File: config.mk
export PLATFORM = sky130hd
export DESIGN_NAME = fft_8_bitrev_reorder_flat
export DESIGN_NICKNAME = d
export VERILOG_FILES = /design/src/rtl/fft_pkg.sv /design/src/rtl/fft_8_bitrev_reorder_if.sv /design/src/rtl/fft_pingpong_ram.sv /design/src/rtl/fft_8_bitrev_reorder.sv /design/src/flat_wrapper.sv
export SDC_FILE = /design/constraint.sdc
export NUM_CORES = 1
export LEC_CHECK = 0
export ABC_AREA = 0
export CAP_MARGIN = 25
export CORE_ASPECT_RATIO = 2
export CORE_MARGIN = 2
export CORE_UTILIZATION = 57
export CTS_BUF_LIST = sky130_fd_sc_hd__clkbuf_4
export DETAILED_ROUTE_END_ITERATION = 8
export PLACE_DENSITY_LB_ADDON = 0.3
export SYNTH_ARGS = -nofsm -noshare
export SYNTH_HDL_FRONTEND = slang
export SYNTH_HIERARCHICAL = 1
export SYNTH_SLANG_ARGS = --single-unit
File: constraint.sdc
create_clock -name clk -period 6.65 [get_ports clk]
set_input_delay 1.6625 -clock clk [delete_from_list [all_inputs] [get_ports clk]]
set_output_delay 1.6625 -clock clk [all_outputs]
set_load 0.01 [all_outputs]
File: src/rtl/fft_pkg.sv
// Shared FFT definitions: data/frame sizing, complex sample type, the
// bit-reversal helper and the reorder read-FSM state encoding.
package fft_pkg;

  localparam int DATA_W = 16;          // signed width of each real/imag component
  localparam int LOG2N  = 3;           // log2 of frame length
  localparam int N      = 1 << LOG2N;  // frame length

  typedef logic [LOG2N-1:0] idx_t;

  typedef struct packed {
    logic signed [DATA_W-1:0] re;
    logic signed [DATA_W-1:0] im;
  } cplx_t;

  typedef enum logic {
    IDLE = 1'b0,
    READ = 1'b1
  } rd_state_e;

  // Reverse the LOG2N index bits (frequency index <-> SDF output position).
  function automatic idx_t bitrev(input idx_t x);
    idx_t r;
    for (int i = 0; i < LOG2N; i++) begin
      r[i] = x[LOG2N-1-i];
    end
    return r;
  endfunction

endpackage

File: src/rtl/fft_8_bitrev_reorder_if.sv
// Streaming bus of the bit-reversal reorder stage: bit-reversed input side
// and natural-order output side. No backpressure in either direction.
// Optional out_index signal is present when REORDER_INDEX_OUT_EN is defined.
interface fft_8_bitrev_reorder_if;
  import fft_pkg::*;

  logic                     in_valid;
  logic                     in_sync;
  logic signed [DATA_W-1:0] in_real;
  logic signed [DATA_W-1:0] in_imag;
  logic                     out_valid;
  logic                     out_first;
  logic                     out_last;
  logic signed [DATA_W-1:0] out_real;
  logic signed [DATA_W-1:0] out_imag;
`ifdef REORDER_INDEX_OUT_EN
  logic [LOG2N-1:0]         out_index;
`endif

  // Producer of the bit-reversed stream / consumer of the natural stream.
  modport master (
    output in_valid, in_sync, in_real, in_imag,
    input  out_valid, out_first, out_last, out_real, out_imag
`ifdef REORDER_INDEX_OUT_EN
    , input out_index
`endif
  );

  // The reorder stage itself.
  modport slave (
    input  in_valid, in_sync, in_real, in_imag,
    output out_valid, out_first, out_last, out_real, out_imag
`ifdef REORDER_INDEX_OUT_EN
    , output out_index
`endif
  );

endinterface

File: src/rtl/fft_pingpong_ram.sv
// Two banks of N complex words addressed as {bank, index}; one write port
// and one registered read port.
module fft_pingpong_ram
  import fft_pkg::*;
(
  input  logic  clk,
  input  logic  rst,
  input  logic  we,
  input  logic  wr_bank,
  input  idx_t  wr_addr,
  input  cplx_t wr_data,
  input  logic  re,
  input  logic  rd_bank,
  input  idx_t  rd_addr,
  output cplx_t rd_data
);

  cplx_t mem [2*N];
  cplx_t rd_data_q, rd_data_d;

  // Storage write.
  // NOTE: the array is deliberately not reset -- contents are only ever read
  // after being written, and a reset would prevent mapping onto RAM macros.
  always_ff @(posedge clk) begin
    if (we) mem[{wr_bank, wr_addr}] <= wr_data;
  end

  // Read data mux: hold the last word while no read is requested.
  // NOTE: every always_comb output gets a default first so no path leaves it
  // unassigned, which would otherwise infer a latch.
  always_comb begin
    rd_data_d = rd_data_q;
    if (re) rd_data_d = mem[{rd_bank, rd_addr}];
  end

  // Registered read port, cleared so the outputs read 0 after reset.
  // NOTE: sequential state uses non-blocking assignments so every flop
  // samples the pre-edge values regardless of process ordering.
  always_ff @(posedge clk) begin
    if (rst) rd_data_q <= '0;
    else     rd_data_q <= rd_data_d;
  end

  assign rd_data = rd_data_q;

endmodule

File: src/rtl/fft_8_bitrev_reorder.sv
// Bit-reversal reorder stage after the 8-point SDF FFT. Frames arrive in
// bit-reversed order, are written by arrival count into one ping-pong bank
// and read out of the other bank at bitrev(rd_cnt), giving natural order.
// Optional: define REORDER_INDEX_OUT_EN to add the out_index output.
module fft_8_bitrev_reorder
  import fft_pkg::*;
(
  input  logic               clk,
  input  logic               rst,
  fft_8_bitrev_reorder_if.slave bus
);

  // Write side
  idx_t       wr_cnt_q, wr_cnt_d;
  logic       wr_bank_q, wr_bank_d;
  idx_t       wr_addr;
  logic       wr_wrap;
  // Bank-full flags, one per bank
  logic [1:0] full_q, full_d;
  // Read side
  rd_state_e  state_q, state_d;
  idx_t       rd_cnt_q, rd_cnt_d;
  logic       rd_bank_q, rd_bank_d;
  logic       rd_done;
  logic       rd_en;
  idx_t       rd_addr;
  // Registered output flags
  logic       out_valid_q, out_valid_d;
  logic       out_first_q, out_first_d;
  logic       out_last_q,  out_last_d;
`ifdef REORDER_INDEX_OUT_EN
  idx_t       out_index_q, out_index_d;
`endif
  cplx_t      rd_data;

  // Write addressing: sync restarts the current bank at 0, a completed frame
  // (address N-1 written) hands the bank over to the reader.
  always_comb begin
    wr_addr   = bus.in_sync ? '0 : wr_cnt_q;
    wr_cnt_d  = wr_cnt_q;
    wr_bank_d = wr_bank_q;
    wr_wrap   = 1'b0;
    if (bus.in_valid) begin
      wr_cnt_d = wr_addr + idx_t'(1);
      wr_wrap  = (wr_addr == idx_t'(N-1));
      if (wr_wrap) wr_bank_d = ~wr_bank_q;
    end
  end

  // Full flags: set by the writer on frame completion, cleared by the reader
  // after its last sample. The two never address the same bank at once.
  always_comb begin
    full_d = full_q;
    if (rd_done) full_d[rd_bank_q] = 1'b0;
    if (wr_wrap) full_d[wr_bank_q] = 1'b1;
  end

  // Read FSM next state: start on the oldest full bank, run N cycles, then
  // chain straight into the other bank if it is already full.
  always_comb begin
    state_d   = state_q;
    rd_cnt_d  = rd_cnt_q;
    rd_bank_d = rd_bank_q;
    rd_done   = 1'b0;
    case (state_q)
      IDLE: begin
        rd_cnt_d = '0;
        if (full_q[rd_bank_q]) begin
          state_d = READ;
        end else if (full_q[~rd_bank_q]) begin
          state_d   = READ;
          rd_bank_d = ~rd_bank_q;
        end
      end
      READ: begin
        rd_cnt_d = rd_cnt_q + idx_t'(1);
        if (rd_cnt_q == idx_t'(N-1)) begin
          rd_done   = 1'b1;
          rd_bank_d = ~rd_bank_q;
          state_d   = full_q[~rd_bank_q] ? READ : IDLE;
        end
      end
      default: state_d = IDLE;
    endcase
  end

  // Read FSM outputs: RAM read request plus the flags registered alongside
  // the read data so they line up with it.
  always_comb begin
    rd_en       = (state_q == READ);
    rd_addr     = bitrev(rd_cnt_q);
    out_valid_d = rd_en;
    out_first_d = rd_en && (rd_cnt_q == '0);
    out_last_d  = rd_en && (rd_cnt_q == idx_t'(N-1));
`ifdef REORDER_INDEX_OUT_EN
    out_index_d = rd_en ? rd_cnt_q : '0;
`endif
  end

  // State register for write side, full flags, read FSM and output flags.
  always_ff @(posedge clk) begin
    if (rst) begin
      wr_cnt_q    <= '0;
      wr_bank_q   <= 1'b0;
      full_q      <= '0;
      state_q     <= IDLE;
      rd_cnt_q    <= '0;
      rd_bank_q   <= 1'b0;
      out_valid_q <= 1'b0;
      out_first_q <= 1'b0;
      out_last_q  <= 1'b0;
`ifdef REORDER_INDEX_OUT_EN
      out_index_q <= '0;
`endif
    end else begin
      wr_cnt_q    <= wr_cnt_d;
      wr_bank_q   <= wr_bank_d;
      full_q      <= full_d;
      state_q     <= state_d;
      rd_cnt_q    <= rd_cnt_d;
      rd_bank_q   <= rd_bank_d;
      out_valid_q <= out_valid_d;
      out_first_q <= out_first_d;
      out_last_q  <= out_last_d;
`ifdef REORDER_INDEX_OUT_EN
      out_index_q <= out_index_d;
`endif
    end
  end

  fft_pingpong_ram u_ram (
    .clk     (clk),
    .rst     (rst),
    .we      (bus.in_valid & ~rst),
    .wr_bank (wr_bank_q),
    .wr_addr (wr_addr),
    .wr_data ({bus.in_real, bus.in_imag}),
    .re      (rd_en),
    .rd_bank (rd_bank_q),
    .rd_addr (rd_addr),
    .rd_data (rd_data)
  );

  assign bus.out_valid = out_valid_q;
  assign bus.out_first = out_first_q;
  assign bus.out_last  = out_last_q;
  assign bus.out_real  = rd_data.re;
  assign bus.out_imag  = rd_data.im;
`ifdef REORDER_INDEX_OUT_EN
  assign bus.out_index = out_index_q;
`endif

endmodule

File: src/flat_wrapper.sv
// flat-port wrapper written by rule: the top's interface ports become plain ports
module fft_8_bitrev_reorder_flat import fft_pkg::*;
  (clk, rst, bus_in_valid, bus_in_sync, bus_in_real, bus_in_imag, bus_out_valid, bus_out_first, bus_out_last, bus_out_real, bus_out_imag);
  fft_8_bitrev_reorder_if bus_i ();
  input  logic clk;
  input  logic rst;
  input wire logic [$bits(bus_i.in_valid)-1:0] bus_in_valid;
  input wire logic [$bits(bus_i.in_sync)-1:0] bus_in_sync;
  input wire logic [$bits(bus_i.in_real)-1:0] bus_in_real;
  input wire logic [$bits(bus_i.in_imag)-1:0] bus_in_imag;
  output wire logic [$bits(bus_i.out_valid)-1:0] bus_out_valid;
  output wire logic [$bits(bus_i.out_first)-1:0] bus_out_first;
  output wire logic [$bits(bus_i.out_last)-1:0] bus_out_last;
  output wire logic [$bits(bus_i.out_real)-1:0] bus_out_real;
  output wire logic [$bits(bus_i.out_imag)-1:0] bus_out_imag;
  assign bus_i.in_valid = bus_in_valid;
  assign bus_i.in_sync = bus_in_sync;
  assign bus_i.in_real = bus_in_real;
  assign bus_i.in_imag = bus_in_imag;
  assign bus_out_valid = bus_i.out_valid;
  assign bus_out_first = bus_i.out_first;
  assign bus_out_last = bus_i.out_last;
  assign bus_out_real = bus_i.out_real;
  assign bus_out_imag = bus_i.out_imag;
  fft_8_bitrev_reorder u_core (.clk(clk), .rst(rst), .bus(bus_i));
endmodule
; After elaboration in Yosys (flattened, before gate mapping)
; Memory sizes are Yosys's and may differ from the RTL's. A register that Yosys moved wholly into a read port is not among the register bits.
; Cells that the tools add are included.
; Widths: inputs -> output; s select.
[totals]
reg_bits = 14
word_cells = 62
ram_bits = 512
mem_count = 1
[memory_table]
columns = memory, depth, width, rd, rd_clocked_by_memory_dff, write_ports, line_no
row1 = u_core.u_ram.mem, 16, 32, 1, 1, 1, fft_pingpong_ram.sv:18  ; cplx_t mem [2*N];
[classes]
reduce_logical = 7
mux = 25
n_lt_le_gt_ge = 5
bitwise_logic = 8
n_eq_ne = 5
add_sub_neg = 2
[op_table]
columns = op, n
row1 = $mux 1, 17
row2 = $add 3x1->3 const B, 2
row3 = $eq 3x3->1 const B, 2
row4 = $lt 1x2->1 const B, 3
row5 = $pmux 3 s2, 1
row6 = $logic_and 1x1->1, 4
row7 = $mux 2, 2
row8 = $ne 2x2->1 const B, 2
row9 = $not 1->1, 4
row10 = $pmux 1 s2, 2
row11 = $logic_not 3->1, 1
row12 = $mux 3, 1
row13 = $reduce_and 3->1, 1
row14 = $and 2x2->2, 1
row15 = $demux 1 s1, 2
row16 = $ge 1x1->1 const B, 2
row17 = $ne 2x1->1 const B, 1
row18 = $not 2->2, 1
row19 = $or 2x2->2, 1
row20 = $reduce_and 2->1, 1
row21 = $and 1x1->1, 1

; Depth between registers and ports, before layout
; Gate-level depths: netlist (run 1).
[depth]
ltp_word = 9
depth_mapped = 7

; By module
; Netlist (run 1), hierarchy kept.
[modules_own_cells]
columns = mod, cells_per_inst, n_inst, area_each_um2, seq_area_each_um2
row1 = fft_pingpong_ram, 1216, 1, 20950.1, 16015.4
row2 = fft_8_bitrev_reorder, 59, 1, 584.3, 280.3

; Worst setup path before layout (run 1)
; OpenSTA, ideal clock, no wires.
[synth_path]
path_kind = input port to flip-flop
from = input rst
to = memory u_core/u_ram/mem[0][0] in the netlist's numbering, enable pin
t_required_ps = 6189
setup_slack_ps = 1450
stages = 4
arrival_time_ps = 4739
setup_time_ps = 461
path_cell_list = buf_2 -> nor2b_1 -> or3b_2 -> nor3_1
[synth_between]
elab_chain_cells = 4
[synth_rtl]
columns = element, line_no
row1 = from (decl), flat_wrapper.sv:6  ; input logic rst;
row2 = $not 1->1, fft_8_bitrev_reorder.sv:134  ; .we (bus.in_valid & ~rst),
row3 = $and 1x1->1, fft_8_bitrev_reorder.sv:134
row4 = $mux 1, fft_pingpong_ram.sv:25  ; if (we) mem[{wr_bank, wr_addr}] <= wr_data;
row5 = $mux 1 (implied by the code), fft_pingpong_ram.sv:25
row6 = to (decl), fft_pingpong_ram.sv:18
; No other way between the ends.

; Worst setup path in the final report (run 1)
[layout_path]
from = input rst
to = memory u_core/u_ram/mem[1][12] in the netlist's numbering, enable pin
; The elaborated chain is that of the path after synthesis.

==> impl_metrics.csv, run 1 <==
group,metric,value,unit
timing,fmax,262,MHz
worst_setup_path,critical-path-slowest-cell,"clkdlybuf4s50_1",
synthesis,netlist_area,0.0215,mm^2
synthesis,syn-num-nets,1316,
worst_setup_path,cp_max_fo,17,
finish,fin_util,0.651,
timing,skew,78.2,ps
timing,rsz0062_at_grt,"false",
synthesis,synth_cell_types,35,
timing,worst_pin_slew,1010,ps
synthesis,yosysTopAreaCell,"edfxtp_1",
global_routing,grt_start_max_net_pins,86,
placed_design,gp_congestion,0.799,
worst_setup_path,crit_type,"input port to flop",
route,vias,11500,
finish,drive_gt1_frac,0.163,
synthesis,yosys-top-cells-area,"edfxtp_1 (71%), mux2i_1 (12%), dfxtp_1 (4.3%)",
die,coreArea,0.0373,mm^2
die,fp.dieArea,0.0394,mm^2
worst_setup_path,crit_required,7100,ps
worst_setup_path,slowest_delay,680,ps
power,p_leak,7.62,nW
timing,maxSlewHeadroom,0.324,
power,powerDensity,261,mW/mm^2
run,max_cap_violations,0,
clock_tree,cts_resized,0,
route,avgRoutedWirePerCell,22.4,um
route,dr.pass1.iters,5,
route,via_per_inst,5.83,
route,wirelength,44.1,mm
run_status,status,"finished, final reports clean",
timing,finalSetupTns,0,ps
synthesis,ys_ff_latch,558,
placed_design,io_buffers,70,
synthesis,synth_top_area_frac,0.714,
route,drc,0,
synthesis,yosysWarningCount,6,
die,die_w,141,um
worst_setup_path,crit_chain,"clkdlybuf4s50_1, nor2b_1, or3b_2, nor2_4, buf_4",
clock_tree,h-tree-depth,3,
die,fp.dieH,279,um
global_routing,track_usage,0.231,
clock_tree,cts_tree,"built",
worst_setup_path,worstSetupEndpointType,"flop",
global_routing,grt_pass1_vias,12400,
die,ioPinCount,71,
die,rows,100,
timing,finalSetupViolations,0,
power,vdd_ir_drop_max,152,uV
global_routing,grt_pass1_wl,67.9,mm
power,power,6.35,mW
die,initial_core_util,0.578,
clock_tree,postCtsSetupRepairBufs,0,
worst_setup_path,startpoint_type,"input port",
finish,layout.nets,1463,
worst_hold_path,hold_class,"flop to flop",
timing,timing.hold.ws,451,ps
clock_tree,cts.sinks,558,
clock_tree,clockBufferDepth,3,
clock_tree,cts_hold_buf,0,
placed_design,hpwl,26.1,mm
clock_tree,clk_pin_slew,70,ps
finish,area_growth,12.8,%
timing,report.final.hold_viol_count,0,
finish,multi_input_area,0.00482,mm^2
global_routing,antenna_found_initial,2,
timing,maxSlewViolCount,0,
finish,seq_area,0.0163,mm^2
finish,n_fill_cell,2595,
clock_tree,cts-root-buf,"clkbuf_4",
synthesis,synth_seq_area_share,0.757,
worst_setup_path,arrival,4270,ps
clock_tree,cts_inserted_buffers,112,
global_routing,gr-total-overflow,0,
synthesis,avgSynthCellArea,16.9,um^2
timing,finalCriticalPeriod,3820,ps
route,drtIter0Drc,789,
route,ant_nets,0,
timing,period_share,0.575,
synthesis,netlist_instances,1275,
clock_tree,clock_latency,830,ps
==> synthesized netlist by cell type, drive strengths merged <==
cell type / n
a311oi: 1
nor3: 6
nand2b: 2
edfxtp: 512
a21oi: 67
inv: 3
and2: 5
ha: 5
nand2: 101
xnor2: 1
clkbuf: 15
and3b: 1
a221oi: 1
a32oi: 1
a22oi: 64
nor2b: 7
or2: 1
mux2i: 259
nand3b: 3
nand3: 98
nor2: 19
dfxtp: 46
or3b: 2
buf: 53
o21ai: 2
==> critical path, delay by kind of cell <==
kind                   cells  cell delay, ps
and+or+nand+nor            3            1500
buffers and inverters      2            1080
==> stage by stage <==
step,cell area [um^2],instances,worst slack [ps]
2_1_floorplan,21500,1275,1450
4_1_cts,24300,1969,2900
6_report,24300,1972,2830
3_3_place_gp,22600,1756,2000
3_5_place_dp,22800,1766,2040
5_1_grt,24300,1972,2760
==> power by group <==
group	switching, mW	leakage [nW]	internal (mW)	total (mW)
clock	1.19	0.867	1.21	2.40
sequential	0.00335	4.98	3.84	3.84
combinational	0.0713	1.77	0.0301	0.101
total	1.27	7.62	5.08	6.35
==> path summary, 6_finish.rpt <==
path / start / endpoint / slack, ps / depth (start not counted)
worst max-delay path: rst / u_core/u_ram/mem[1][12]$_DFFE_PP_ / 2830 / 5
worst min register to register: u_core/u_ram/rd_data[11]$_SDFFE_PP0P_ / u_core/u_ram/rd_data[11]$_SDFFE_PP0P_ / 450 / 2
worst min-delay path: u_core/u_ram/rd_data[11]$_SDFFE_PP0P_ / u_core/u_ram/rd_data[11]$_SDFFE_PP0P_ / 450 / 2
worst max register to register: u_core/wr_cnt_q[0]$_SDFFE_PP0P_ / u_core/u_ram/mem[9][1]$_DFFE_PP_ / 3990 / 4
==> cell families after synthesis <==
| group | share of synthesized area |
|---|---|
| XOR/XNOR | 0.000407 |
| adder cells (fa/ha/maj) | 0.00291 |
| buffers and inverters | 0.0261 |
| multiplexers | 0.120 |
| AO/OA/AOI/OAI | 0.0413 |
| flip-flops | 0.757 |
| AND/OR/NAND/NOR | 0.0522 |
==> state kept, by name, summed over array words and instances, names as in the netlist <==
register / count
u_core/u_ram/rd_data: 32
u_core/full_q: 2
u_core/rd_cnt_q: 3
u_core/bus.out_first: 1
u_core/wr_cnt_q: 3
u_core/bus.out_valid: 1
u_core/rd_bank_q: 1
u_core/bus.out_last: 1
u_core/out_valid_d: 1
u_core/wr_bank_q: 1
u_core/u_ram/mem: 512
==> placed cells by master, fill, tap and decap left out, types with 6 or more instances in the layout <==
master / count
nand3_1: 98
a21oi_1: 57
buf_12: 8
buf_4: 18
clkdlybuf4s50_1: 70
nand2_1: 101
dfxtp_1: 45
clkbuf_4: 171
clkinv_2: 6
a22oi_1: 64
a21oi_2: 10
edfxtp_1: 512
mux2i_1: 259
nor2_4: 14
clkinv_1: 22
==> cell type report <==
class                           instances  share of cell area
Clock inverter                         32             0.00649
Timing Repair Buffer                  101              0.0467
Multi-Input combinational cell        646               0.198
Inverter                                3            0.000464
Clock buffer                          171              0.0529
Tap cell                              459              0.0237
Antenna cell                            2            0.000206
Sequential cell                       558               0.671
==> per-layer routing <==
layer | up-vias | routed length, um | global-route usage
met2 | 324 | 25100 | 0.434
met4 | 0 | 1370 | 0.104
li1 | 5319 | - | -
met5 | - | 0 | 0
met3 | 85 | 1950 | 0.0374
met1 | 5762 | 15700 | 0.251
(Power assumes the default switching activity.)
==> inputs of run 2 (changes only) <==
Clock period 6.65 ns to 3.61 ns, I/O delays scaled along.
==> impl_metrics.csv, run 2 (synthesized netlist as in run 1, its figures left out) <==
group,metric,value,unit
run_status,status,"finished, final reports clean",
worst_setup_path,critPathTopFamily,"buffers and inverters",
clock_tree,cts_resized,0,
route,avgRoutedWirePerCell,23.8,um
die,die_w,141,um
clock_tree,clk_pin_slew,80,ps
placed_design,io_buffers,70,
placed_design,gp_congestion,0.785,
die,rows,100,
finish,drive_gt1_frac,0.172,
clock_tree,postCtsSetupRepairBufs,0,
die,fp.dieArea,0.0394,mm^2
route,vias,11800,
worst_setup_path,slowest_delay,580,ps
clock_tree,h-tree-depth,3,
timing,finalSetupViolations,0,
die,ioPinCount,71,
timing,worst_pin_slew,735,ps
global_routing,gr-total-overflow,0,
finish,layout.cells.most_common_list,"edfxtp_1 (512), mux2i_1 (259), clkbuf_4 (170)",
timing,rsz0062_at_grt,"false",
placed_design,place_area,0.0230,mm^2
route,ant_nets,0,
worst_setup_path,crit_chain,"clkdlybuf4s50_1",
finish,fin_util,0.657,
die,coreArea,0.0373,mm^2
worst_setup_path,crit_type,"flop to output port",
worst_setup_path,critical-path-slowest-cell,"clkdlybuf4s50_1",
timing,fmax,367,MHz
die,initial_core_util,0.578,
route,drc,0,
finish,largest_register,"u_core/u_ram/mem",
die,fp.dieH,279,um
timing,finalSetupTns,0,ps
finish,largest_reg_flops,512,
power,powerDensity,480,mW/mm^2
global_routing,track_usage,0.246,
worst_setup_path,worstRegToRegCells,5,
global_routing,antenna_found_initial,2,
clock_tree,clock_latency,840,ps
finish,n_fill_cell,2599,
timing,maxSlewHeadroom,0.510,
clock_tree,clockBufferDepth,3,
clock_tree,cts_tree,"built",
finish,final_area,0.0245,mm^2
worst_setup_path,crit_required,2710,ps
timing,finalCriticalPeriod,2730,ps
clock_tree,cts.sinks,558,
timing,maxSlewViolCount,0,
worst_setup_path,arrival,1820,ps
finish,final_common_cell,"edfxtp_1",
route,wirelength,47.4,mm
worst_setup_path,startpoint_type,"flop",
timing,skew,55.5,ps
timing,period_share,0.755,
worst_hold_path,hold_depth,2,
power,vdd_ir_drop_max,331,uV
route,dr.pass1.iters,5,
global_routing,grt_pass1_vias,12500,
worst_setup_path,cp_max_fo,2,
finish,area_growth,13.7,%
placed_design,hpwl,28.5,mm
global_routing,grt_start_max_net_pins,65,
timing,report.final.hold_viol_count,0,
global_routing,grt_pass1_wl,71.0,mm
finish,layout.nets,1481,
route,via_per_inst,5.89,
clock_tree,cts_inserted_buffers,112,
power,p_leak,7.71,nW
worst_setup_path,cp.depth,1,
route,drtIter0Drc,805,
worst_hold_path,hold_class,"flop to flop",
worst_setup_path,worstSetupEndpointType,"output port",
clock_tree,cts_hold_buf,0,
clock_tree,cts-root-buf,"clkbuf_4",
run,max_cap_violations,0,
worst_setup_path,path_buf_inv,1,
==> run 2: cell types whose count changed in the layout (fill, tap and decap cells not counted) <==
cell and delta:
buf_12 +10, nor3_2 -4, inv_2 -1, buf_4 +13
inv_6 +1, diode_2 +1, clkinv_1 +7, clkbuf_4 -1
nor3_4 +4, buf_16 -5
==> run 2: area by class of cell <==
cell class,instances,area (um^2),area share
flip-flops and latches,558,16300,0.665
multi-input cells,646,4840,0.198
repair buffers,119,1290,0.0528
clock buffers,170,1280,0.0521
well taps,459,574,0.0234
clock inverters,39,189,0.00771
inverters,3,11.3,0.000460
diodes,3,7.51,0.000307
==> run 2: worst reg2reg max path, stage by stage (launching register included) <==
cell and delay (ps):
dfxtp_1 630, and2_2 620, buf_12 360, a22oi_1 310, nand3_1 180, nand3_1 90
==> run 2: report_power, final <==
part	internal [mW]	switching, mW	leakage, nW
registers	7.07	0.00697	4.98
clock network	2.23	2.25	0.874
logic	0.0569	0.147	1.85
==> run 2: worst paths after layout <==
| kind | slack, ps | to | from |
|---|---|---|---|
| worst max-delay path | 880 | bus_out_imag[1] | u_core/u_ram/rd_data[1]$_SDFFE_PP0P_ |
| worst min-delay path | 460 | u_core/u_ram/rd_data[15]$_SDFFE_PP0P_ | u_core/u_ram/rd_data[15]$_SDFFE_PP0P_ |
| worst max register to register | 1340 | u_core/u_ram/rd_data[19]$_SDFFE_PP0P_ | u_core/rd_bank_q$_SDFFE_PP0P_ |
| worst min register to register | 460 | u_core/u_ram/rd_data[15]$_SDFFE_PP0P_ | u_core/u_ram/rd_data[15]$_SDFFE_PP0P_ |
==> run 2: per-stage QoR <==
| stage | setup slack [ps] | power [mW] | instances | hold slack [ps] |
|---|---|---|---|---|
| global route | 793 | 12.2 | 1996 | 495 |
| finish | 883 | 11.8 | 1997 | 459 |
| global placement | 381 | 7.42 | 1784 | 442 |
| floorplan | 41.4 | 7.27 | 1275 | 452 |
| detailed placement | 363 | 7.43 | 1785 | 447 |
| CTS | 810 | 11.9 | 1994 | 464 |
==> run 2: metal layers <==
metal	part of all wire	vias up	wire length, um	global-route usage
li1	-	5369	-	-
met1	0.34	5938	15900	0.246
met2	0.58	352	27600	0.479
met3	0.043	101	2050	0.0444
met4	0.039	0	1830	0.117
met5	0	-	0	0
==> inputs of run 3 (changes only) <==
Clock period 3.61 ns to 2.38 ns, I/O delays scaled along.
==> impl_metrics.csv, run 3 (synthesized netlist as in run 1, its figures left out) <==
group,metric,value,unit
die,coreArea,0.0373,mm^2
finish,area_growth,16.4,%
placed_design,hpwl,28.6,mm
worst_setup_path,slowest_delay,550,ps
worst_setup_path,reg2reg_to,"u_core/u_ram/rd_data[31]$_SDFFE_PP0P_",
route,wirelength,48.0,mm
worst_hold_path,hold_class,"flop to flop",
clock_tree,h-tree-depth,3,
die,die_w,141,um
worst_setup_path,startpoint_type,"flop",
timing,report.final.hold_viol_count,0,
clock_tree,clockBufferDepth,3,
clock_tree,cts_tree,"built",
power,powerDensity,719,mW/mm^2
worst_setup_path,cp.depth,1,
clock_tree,cts_inserted_buffers,113,
worst_setup_path,worstRegToRegCells,6,
timing,maxSlewHeadroom,0.552,
worst_setup_path,critPathTopFamily,"buffers and inverters",
route,drc,0,
worst_setup_path,r2r_slack,560,ps
route,vias,11900,
timing,fmax,437,MHz
finish,multi_input_area,0.00486,mm^2
global_routing,antenna_found_initial,2,
clock_tree,cts.sinks,558,
worst_setup_path,endpoint,"bus_out_imag[13]",
timing,finalCriticalPeriod,2290,ps
global_routing,grt_pass1_wl,72.4,mm
global_routing,gr-total-overflow,0,
run_status,status,"finished, final reports clean",
placed_design,gp_congestion,0.778,
power,vdd_ir_drop_max,507,uV
finish,largest_register,"u_core/u_ram/mem",
finish,drive_gt1_frac,0.196,
worst_setup_path,crit_required,1780,ps
placed_design,io_buffers,70,
die,initial_core_util,0.578,
placed_design,pre_cts_slack,-269,ps
clock_tree,clock_latency,870,ps
worst_setup_path,path_buf_inv,1,
global_routing,grt_start_max_net_pins,65,
finish,fin_util,0.672,
timing,finalSetupTns,0,ps
placed_design,dp_cells,1817,
timing,maxSlewViolCount,0,
worst_setup_path,crit_chain,"clkdlybuf4s50_1",
finish,final_area,0.0251,mm^2
worst_setup_path,critical-path-slowest-cell,"clkdlybuf4s50_1",
finish,layout.cells.most_common_list,"edfxtp_1 (512), mux2i_1 (259), clkbuf_4 (168)",
worst_setup_path,regToRegStartpoint,"u_core/rd_cnt_q[0]$_SDFF_PP0_",
route,via_per_inst,5.84,
route,ant_nets,0,
global_routing,grt_pass1_vias,12700,
timing,skew,73.2,ps
finish,layout.nets,1514,
worst_setup_path,arrival,1700,ps
die,fp.dieH,279,um
die,rows,100,
timing,timing.hold.ws,447,ps
route,drtIter0Drc,724,
die,fp.dieArea,0.0394,mm^2
timing,worst_pin_slew,670,ps
placed_design,place_area,0.0236,mm^2
route,avgRoutedWirePerCell,23.6,um
timing,finalSetupViolations,0,
worst_setup_path,cp_max_fo,2,
power,power,18.0,mW
clock_tree,clk_pin_slew,70,ps
timing,period_share,0.962,
finish,largest_reg_flops,512,
global_routing,track_usage,0.251,
finish,finalNonFillerCells,2034,
worst_setup_path,worstSetupEndpointType,"output port",
worst_setup_path,crit_type,"flop to output port",
finish,seq_area,0.0163,mm^2
clock_tree,cts-root-buf,"clkbuf_4",
finish,n_fill_cell,2563,
worst_setup_path,setup.worst_path.start,"u_core/u_ram/rd_data[13]$_SDFFE_PP0P_",
timing,setup_slack,89.5,ps
die,ioPinCount,71,
finish,final_common_cell,"edfxtp_1",
run,max_cap_violations,0,
route,dr.pass1.iters,5,
clock_tree,postCtsSetupRepairBufs,0,
worst_hold_path,hold_depth,2,
power,p_leak,8.15,nW
[run 3: timing repair]
| item | CTS | global route |
|---|---|---|
| endpoints found under the setup margin | 26 | 2 |
| hold buffers | 0 | 0 |
| gates resized for setup | 30 | 2 |
[run 3: area by class of cell]
type / instances / share of cell area
Antenna cell: 3 / 0.000299
Clock buffer: 168 / 0.0503
Clock inverter: 46 / 0.0107
Inverter: 3 / 0.000449
Multi-Input combinational cell: 646 / 0.194
Sequential cell: 558 / 0.650
Tap cell: 459 / 0.0229
Timing Repair Buffer: 151 / 0.0711
[run 3: metal layers]
metal / global-route usage / wire length (um) / up-vias
met3: 0.0400 / 2120 / 141
met1: 0.266 / 16700 / 5909
met2: 0.468 / 27000 / 383
li1: - / - / 5439
met4: 0.139 / 2180 / 0
met5: 0 / 0 / -
[run 3: how the worst min path moves through the flow]
stage,from,slack (ps),to
2_1_floorplan,u_core/wr_cnt_q[1]$_SDFFE_PP0P_,450,u_core/wr_cnt_q[1]$_SDFFE_PP0P_
3_3_place_gp,u_core/u_ram/rd_data[19]$_SDFFE_PP0P_,440,u_core/u_ram/rd_data[19]$_SDFFE_PP0P_
3_5_place_dp,u_core/u_ram/rd_data[19]$_SDFFE_PP0P_,440,u_core/u_ram/rd_data[19]$_SDFFE_PP0P_
4_1_cts,u_core/u_ram/rd_data[20]$_SDFFE_PP0P_,460,u_core/u_ram/rd_data[20]$_SDFFE_PP0P_
5_1_grt,u_core/u_ram/rd_data[21]$_SDFFE_PP0P_,490,u_core/u_ram/rd_data[21]$_SDFFE_PP0P_
6_report,u_core/u_ram/rd_data[20]$_SDFFE_PP0P_,450,u_core/u_ram/rd_data[20]$_SDFFE_PP0P_
[run 3: power breakdown]
part           internal [mW]  switching, mW  leakage (nW)
logic                  0.103          0.214          2.25
registers               10.7         0.0111          4.99
clock network           3.51           3.48         0.910
total                   14.3           3.70          8.15
